===== src/rtl/bcd_pkg.sv =====
// Shared types and helpers for the iterative binary-to-BCD converter.
package bcd_pkg;

  typedef enum logic [1:0] {
    IDLE  = 2'd0,
    SHIFT = 2'd1,
    DONE  = 2'd2
  } bcd_state_t;

  // Minimum number of decimal digits needed to show the largest w-bit value.
  function automatic int bcd_digits(int w);
    longint max_val;
    longint pow10;
    int     digits;
    max_val = (longint'(1) << w) - 1;
    pow10   = 10;
    digits  = 1;
    while (pow10 <= max_val) begin
      pow10  = pow10 * 10;
      digits = digits + 1;
    end
    return digits;
  endfunction

endpackage


===== src/rtl/bcd_digit_adj.sv =====
// One BCD digit correction step: values of five or more get +3 so the
// following left shift carries properly into the next decimal digit.
module bcd_digit_adj (
  input  logic [3:0] d_in,
  output logic [3:0] d_out
);

  // Add-3 correction, kept within the 4-bit digit (no carry out).
  always_comb begin
    d_out = (d_in >= 4'd5) ? d_in + 4'd3 : d_in;
  end

endmodule


===== src/rtl/bcd_conv_secuencial.sv =====
// Sequential binary-to-BCD converter (double dabble). A word is taken over a
// valid/ready handshake, W_BIN correct-and-shift iterations run one per cycle,
// and the packed BCD result is presented until the consumer takes it.
module bcd_conv_secuencial
  import bcd_pkg::*;
#(
  parameter int W_BIN = 8,
  parameter int N_DIG = 3
) (
  input  logic               clk,
  input  logic               rst,
  input  logic               in_valid,
  output logic               in_ready,
  input  logic [W_BIN-1:0]   bin,
  output logic               out_valid,
  input  logic               out_ready,
  output logic [4*N_DIG-1:0] bcd,
  output logic               busy
);

  localparam int BW = 4 * N_DIG;
  localparam int CW = (W_BIN > 1) ? $clog2(W_BIN) : 1;
  localparam logic [CW-1:0] CNT_LAST = CW'(W_BIN - 1);

  if (N_DIG < bcd_digits(W_BIN)) begin : g_bad_digits
    $error("bcd_conv_secuencial: N_DIG=%0d too small for W_BIN=%0d", N_DIG, W_BIN);
  end

  bcd_state_t          state_q, state_d;
  logic [CW-1:0]       cnt_q, cnt_d;
  logic [W_BIN-1:0]    bin_q, bin_d;
  logic [BW-1:0]       acc_q, acc_d;
  logic [BW-1:0]       res_q, res_d;
  logic [BW-1:0]       acc_adj;
  logic [BW+W_BIN-1:0] cat_shift;

  // Every digit of the working register is corrected in parallel.
  for (genvar g = 0; g < N_DIG; g++) begin : g_adj
    bcd_digit_adj u_adj (
      .d_in  (acc_q[4*g +: 4]),
      .d_out (acc_adj[4*g +: 4])
    );
  end

  // Corrected digits and remaining binary bits shift left together.
  always_comb begin
    cat_shift = {acc_adj, bin_q} << 1;
  end

  // Next-state, datapath updates and handshake outputs.
  always_comb begin
    state_d   = state_q;
    cnt_d     = cnt_q;
    bin_d     = bin_q;
    acc_d     = acc_q;
    res_d     = res_q;
    in_ready  = 1'b0;
    out_valid = 1'b0;
    busy      = 1'b0;
    unique case (state_q)
      IDLE: begin
        in_ready = 1'b1;
        if (in_valid) begin
          bin_d   = bin;
          acc_d   = '0;
          cnt_d   = '0;
          state_d = SHIFT;
        end
      end
      SHIFT: begin
        busy  = 1'b1;
        acc_d = cat_shift[BW+W_BIN-1:W_BIN];
        bin_d = cat_shift[W_BIN-1:0];
        if (cnt_q == CNT_LAST) begin
          res_d   = cat_shift[BW+W_BIN-1:W_BIN];
          cnt_d   = '0;
          state_d = DONE;
        end else begin
          cnt_d = cnt_q + 1'b1;
        end
      end
      DONE: begin
        out_valid = 1'b1;
        if (out_ready) begin
          state_d = IDLE;
        end
      end
      default: begin
        state_d = IDLE;
      end
    endcase
  end

  // State and datapath registers; reset aborts any conversion in flight.
  always_ff @(posedge clk) begin
    if (rst) begin
      state_q <= IDLE;
      cnt_q   <= '0;
      bin_q   <= '0;
      acc_q   <= '0;
      res_q   <= '0;
    end else begin
      state_q <= state_d;
      cnt_q   <= cnt_d;
      bin_q   <= bin_d;
      acc_q   <= acc_d;
      res_q   <= res_d;
    end
  end

  assign bcd = res_q;

endmodule


===== config.mk =====
export PLATFORM = sky130hd
export DESIGN_NAME = bcd_conv_secuencial
export DESIGN_NICKNAME = d
export VERILOG_FILES = /design/src/rtl/bcd_pkg.sv /design/src/rtl/bcd_digit_adj.sv /design/src/rtl/bcd_conv_secuencial.sv
export SDC_FILE = /design/constraint.sdc
export NUM_CORES = 1
export LEC_CHECK = 0
export BUFFER_PORTS_ARGS = -buffer_cell sky130_fd_sc_hd__clkbuf_2
export CORE_ASPECT_RATIO = 0.6
export CORE_MARGIN = 10
export CORE_UTILIZATION = 40
export CTS_CLUSTER_SIZE = 10
export DETAILED_ROUTE_END_ITERATION = 10
export PLACE_DENSITY_LB_ADDON = 0.05
export SLEW_MARGIN = 20
export SYNTH_ARGS = -nofsm -noshare
export SYNTH_HDL_FRONTEND = slang
export SYNTH_SLANG_ARGS = --single-unit

===== constraint.sdc =====
create_clock -name clk -period 2 [get_ports clk]
set_clock_uncertainty 0.05 [all_clocks]
set_input_delay 0.2 -clock clk [delete_from_list [all_inputs] [get_ports clk]]
set_output_delay 0.2 -clock clk [all_outputs]
set_load 0.05 [all_outputs]

# Word level (Yosys, flattened, before mapping)
# Index checks and enable logic that the tools add are counted.
# op_classes
eq_ne,6
n_lt_le_gt_ge,3
reduce_logical,5
n_mux,17
n_addsub,4
# ops
cell,n
12-bit one-hot mux with 2 select lines,1
8-bit one-hot mux with 2 select lines,1
"4-bit by 3-bit >= comparator with 1-bit output, second input constant",3
12-bit two-way mux,1
3-bit two-way mux,3
"4-bit by 2-bit adder with 4-bit output, second input constant",2
4-bit two-way mux,2
8-bit two-way mux,1
2-bit two-way mux,3
"2-bit inequality test, second input constant",3
2-bit one-hot mux with 3 select lines,1
3-bit one-hot mux with 2 select lines,1
2-bit AND reduction,2
"3-bit by 1-bit adder with 3-bit output, second input constant",1
"3-bit by 2-bit adder with 3-bit output, second input constant",1
"3-bit == test, second input constant",1
1-bit two-way mux,3
3-bit AND reduction,1
"2-bit by 1-bit == test with 1-bit output, second input constant",1
"2-bit == test, second input constant",1
2-bit logical NOT,1
2-bit nonzero test,1
# word_totals
input_bits,12
register_bits,37

# Longest topological paths before layout
# logic_depth
word_depth,3
ltp_mapped,7
depth_no_buf,6

# By module
# A second synthesis with hierarchy kept.
# unflattened
cells_unflattened,201
hier_area_um2,1754.2
# modules_own_cells
mod,n_inst,seq_area_each_um2,cells_each,area_per_inst_um2
bcd_conv_secuencial,1,740.7,153,1450.1
bcd_digit_adj,3,0.0,16,101.3

# Worst setup path before layout
# OpenSTA, ideal clock, no wires.
# synth_timing
kind,flip-flop to flip-flop
startpoint,register state_q[1]
endpoint,register bin_q[0]
setup_slack_ps,431
t_arrival_ps,1453
required_ps,1883
path_buffers,1
stages_incl_launch_ff,5
setup_ps,67
cell_sequence,dfxtp_1 buf_2 nor2_1 a32oi_1 nor2_1
# synth_via
elab_chain_cells,3
word_cells_on_any_way,6
classes_between,2 x eq/ne; 1 x mux; 3 x reduce/logical
# synth_rtl
item,line_no,source
"start, declared",bcd_conv_secuencial.sv:29,"bcd_state_t state_q, state_d;"
"start signal, assigned",bcd_conv_secuencial.sv:103,state_q <= state_d;
2-bit by 1-bit == test with 1-bit output or 2-bit logical NOT (tied branches),bcd_conv_secuencial.sv:60,unique case (state_q)
2-bit nonzero test (no line) or 2-bit inequality test (tied branches),--,
2-bit AND reduction (no line),--,
"end signal, assigned",bcd_conv_secuencial.sv:105,bin_q <= bin_d;
"end, declared",bcd_conv_secuencial.sv:31,"logic [W_BIN-1:0] bin_q, bin_d;"
# Several ways; a longest one is shown, not always the timed one.
# A chain may end at the register's enable or synchronous reset.

# Worst setup path after layout
# layout_timing
startpoint,register acc_q[4]
endpoint,register acc_q[6]
# layout_via
elab_chain_cells,3
word_cells_on_any_way,4
classes_between,1 x add/sub; 1 x order compare; 2 x mux
# layout_rtl
item,line_no,source
"start, declared",bcd_conv_secuencial.sv:32,"logic [BW-1:0] acc_q, acc_d;"
"start signal, assigned",bcd_conv_secuencial.sv:100,acc_q <= '0;
"start signal, assigned",bcd_conv_secuencial.sv:106,acc_q <= acc_d;
4-bit by 2-bit adder with 4-bit output or 4-bit by 3-bit >= comparator with 1-bit output (tied branches),bcd_digit_adj.sv:10,d_out = (d_in >= 4'd5) ? d_in + 4'd3 : d_in;
4-bit two-way mux *,bcd_digit_adj.sv:10,
12-bit one-hot mux with 2 select lines *,bcd_conv_secuencial.sv:60,
# Every way passes the cells marked *; elsewhere a longest branch is shown, timed or not.

==> results.md <==
- The number of antenna violations at the first check in global routing is 0.
- The worst hold path endpoint is bin_q[0]$_SDFFE_PP0P_.
- The clock transition at the registers of the reported paths is 0.07 ns.
- The number of detailed-routing iterations run before antenna repair is 4.
- In this run the horizontal extent of the chip is 106.5 um.
- A synthesized cell averages 9.062 um^2.
- The worst-case vdd ir drop is 370.5 uV.
- After the first detailed-routing iteration, the DRC count stood at 105.
- Counting every instance in the synthesized netlist gives 198.
- The power density over cell area is 699.2 mW/mm^2.
- The endpoint identified for the worst register-to-register timing path is acc_q[6]$_SDFFE_PP0P_.
- The post-route netlist has 24.78% of its cells at a drive strength greater than 1.
- The H-tree was split into 2 levels.
- The netlist uses 34 different library cells.
- The startpoint type of the worst setup path is a flip-flop.
- The final period demand of the worst path is 1.777 ns.
- Summed over all layers, the routed wires come to 4379 um.
- After clock tree synthesis, the flow added hold-fix buffers numbering 0.
- In the final routed layout, each cell accounts on average for 15.31 um.
- The worst hold path begins at bin[0].
- The number of cells on the worst reg-to-reg path is 6.
- The die covers 0.007653 mm^2.
- The number of nets handed over by synthesis was 218.
- The data arrival time of the critical path is 1.93 ns.
- The path type of the worst min-delay path is primary input to flip-flop.
- Measured against its own limit, the worst slew margin works out to 69.12%.
- The CTS tree is built.
- The flow ran to the end, and the final reports show no timing, DRC or antenna violations.
- The number of vias per cell is 5.108.
- After clock tree synthesis, the setup repair step added 0 buffers.
- The first global-routing pass estimated 7224 um of wire.
- The post-synthesis instance area is 0.001794 mm^2.
- The max-slew violation count came to 0.
- The floorplan step set the die height to 71.88 um.
- The prevailing post-synth register cell is sky130_fd_sc_hd__dfxtp_1.
- The total track usage is 11.75%.
- Buffers placed on the I/O ports in this run total 26.
- STA puts the critical path data required time at 2.16 ns.
- Summing over every cut layer, the via total after detailed routing is 1461.
- By count the netlist is led by sky130_fd_sc_hd__dfxtp_1, sky130_fd_sc_hd__nor2_1, sky130_fd_sc_hd__a21oi_1, sky130_fd_sc_hd__nor3_1, sky130_fd_sc_hd__o21ai_0.
- The timing-limited maximum frequency is 0.5626 GHz.
- The origin of the critical flop-to-flop path is acc_q[4]$_SDFFE_PP0P_.
- The top cell type by total area after synthesis is sky130_fd_sc_hd__dfxtp_1.
- The area of the core region is 0.004212 mm^2.
- The part of the Yosys area used for sequential elements is 41.28%.
- The number of buffers created by CTS is 5.
- STA classifies the critical path endpoint as a flip-flop.
- The number of cells traversed by the worst hold path is 3.
- The number of gates resized after CTS is 0.
- Entering global routing, the biggest net connects 24 pins.
- In the final timing run, aggregate negative setup slack is 0 ns.
- The total congestion overflow is 0.
- The portion of synthesized cell area occupied by the leading cell type is 41.28%.
- The insertion delay to the later sink of the worst-skew pair is 0.28 ns.
- In this run, synthesis produced a sequential element count of 37.
- The longest clock path from root to sink contains 2 buffers.
- The count of placed standard cells in the final layout, fillers left out is 286.
- Yosys attributes the largest share of cell area to sky130_fd_sc_hd__dfxtp_1, sky130_fd_sc_hd__ha_1, sky130_fd_sc_hd__nor2_1.
- The number of flops mapped to enable cells by yosys is 0.
- The number of nets in the layout is 245.
- 27 I/O pins were placed.
- For this run, the number of Yosys warnings is 0.
- sky130_fd_sc_hd__dfxtp_1 is the most common cell in the netlist.
- The global placement routability congestion is 0.7939.
- For this run, design rule violations remaining after detail routing come to 0.
- In this run the register-to-register setup slack is 0.22 ns.
- In this run the worst path has a maximum fanout of 5.
- The share of flip-flops with an asynchronous set or reset after synthesis is 0%.
- The number of global-route vias before repair came to 1418.
- Compared with the post-synthesis result, the final layout area differs by 13.53%.
- For the pin with the worst max-slew slack, the measured transition is 0.4633 ns.
- The critical path is of the flip-flop to flip-flop type.
- After detailed placement, the design holds a cell count of 278.
- Max-cap violations in this run came to 0.
- The number of antenna diodes is 0.
- The CTS root buffer is sky130_fd_sc_hd__clkbuf_8.
- The TritonCTS sink count is 37.
- Setup repair after global routing left no endpoint under its margin.
- Once detailed placement completed, the half-perimeter wirelength came to 3259 um.
- For this design the static power due to leakage is 0.7964 nW.
- The final number of hold-violating endpoints is 0.
- The number of placement rows is 18.
- The detail route stage leaves a number of antenna-violating nets equal to 0.
- The worst path uses 88.87% of the clock period.
- For this configuration, the core starts out at a cell density of 42.60%.
- Setup violations remaining at the end of the flow were counted as 0.
==> how the worst max path moves through the flow <==
| stage | startpoint | end | slack, ns | cells after the start |
|---|---|---|---|---|
| after floorplan | state_q[1]$_SDFFE_PP0P_ | bin_q[0]$_SDFFE_PP0P_ | 0.43 | 4 |
| after global placement | acc_q[0]$_SDFFE_PP0P_ | acc_q[2]$_SDFFE_PP0P_ | 0.38 | 6 |
| after detailed placement | acc_q[4]$_SDFFE_PP0P_ | acc_q[6]$_SDFFE_PP0P_ | 0.25 | 6 |
| after CTS | acc_q[4]$_SDFFE_PP0P_ | acc_q[6]$_SDFFE_PP0P_ | 0.23 | 6 |
| after global routing | acc_q[4]$_SDFFE_PP0P_ | acc_q[6]$_SDFFE_PP0P_ | 0.11 | 6 |
| final | acc_q[4]$_SDFFE_PP0P_ | acc_q[6]$_SDFFE_PP0P_ | 0.22 | 6 |
==> registers in the layout, indices dropped and copies added (netlist names) <==
signal   count
acc_q       12
bin_q        8
state_q      2
bcd         12
cnt_q        3
==> layer usage <==
metal	up-vias	global-route usage, %	part of all wire, %
met4	0	3.886	1.7
met2	38	17.08	44
met3	8	3.393	7.0
met5	-	0	0
met1	661	16.18	47
li1	754	-	-
==> cells in the final DEF, fill, tap and decap left out, drive strengths merged, types with 5 or more instances in the layout <==
cell type,instances
buf,6
nor3,13
nand2b,9
a211oi,5
nor3b,6
clkbuf,32
nand3b,9
o32ai,5
o21ai,16
inv,9
ha,8
dfxtp,37
a21oi,13
nor2,28
==> power breakdown <==
group          internal (W)  leakage, nW  switching, W
clock              0.000242       0.0450      0.000259
combinational     0.0000603        0.451     0.0000942
sequential         0.000756        0.300     0.0000126
==> area by class of cell <==
cell class	instances	area (um^2)
fill	416	2175
multi-input combinational	140	924.6
sequential	37	740.7
timing repair buffer	32	175.2
tap	60	75.07
clock buffer	6	72.57
inverter	9	38.79
clock inverter	2	10.01
==> stage by stage <==
stage	setup WS [ns]	area (um^2)	hold WS, ns	utilization [%]	power (W)
2_1_floorplan	0.4308	1794	0.3159	-	0.0008991
3_3_place_gp	0.3806	1954	0.4038	46.41	0.0009388
3_5_place_dp	0.2513	1954	0.4125	46.41	0.0009411
4_1_cts	0.2304	2037	0.1259	48.37	0.001439
5_1_grt	0.1063	2037	0.1421	48.37	0.001491
6_report	0.2225	2037	0.1316	48.37	0.001424
==> worst max-delay path, cell delays in order, from the launching register on <==
cell and delay [ns]:
sky130_fd_sc_hd__dfxtp_1 0.34, sky130_fd_sc_hd__inv_1 0.12, sky130_fd_sc_hd__ha_1 0.26, sky130_fd_sc_hd__nand2b_1 0.09
sky130_fd_sc_hd__a21oi_1 0.26, sky130_fd_sc_hd__mux2_2 0.41, sky130_fd_sc_hd__o21ai_0 0.17
==> kinds of logic (layout without fill, tap and decap cells) <==
kind of cell,Yosys count,count (layout),share of synthesized area (%)
DFF,37,37,41.28
buffers and inverters,21,49,7.183
AOI/OAI and AO/OA,50,50,19.18
adders and majority gates,8,8,5.579
xor gates and xnor gates,3,3,1.465
muxes,3,3,1.883
and+or+nand+nor,76,76,23.43
Note: power is estimated with default switching activity, not from simulation.
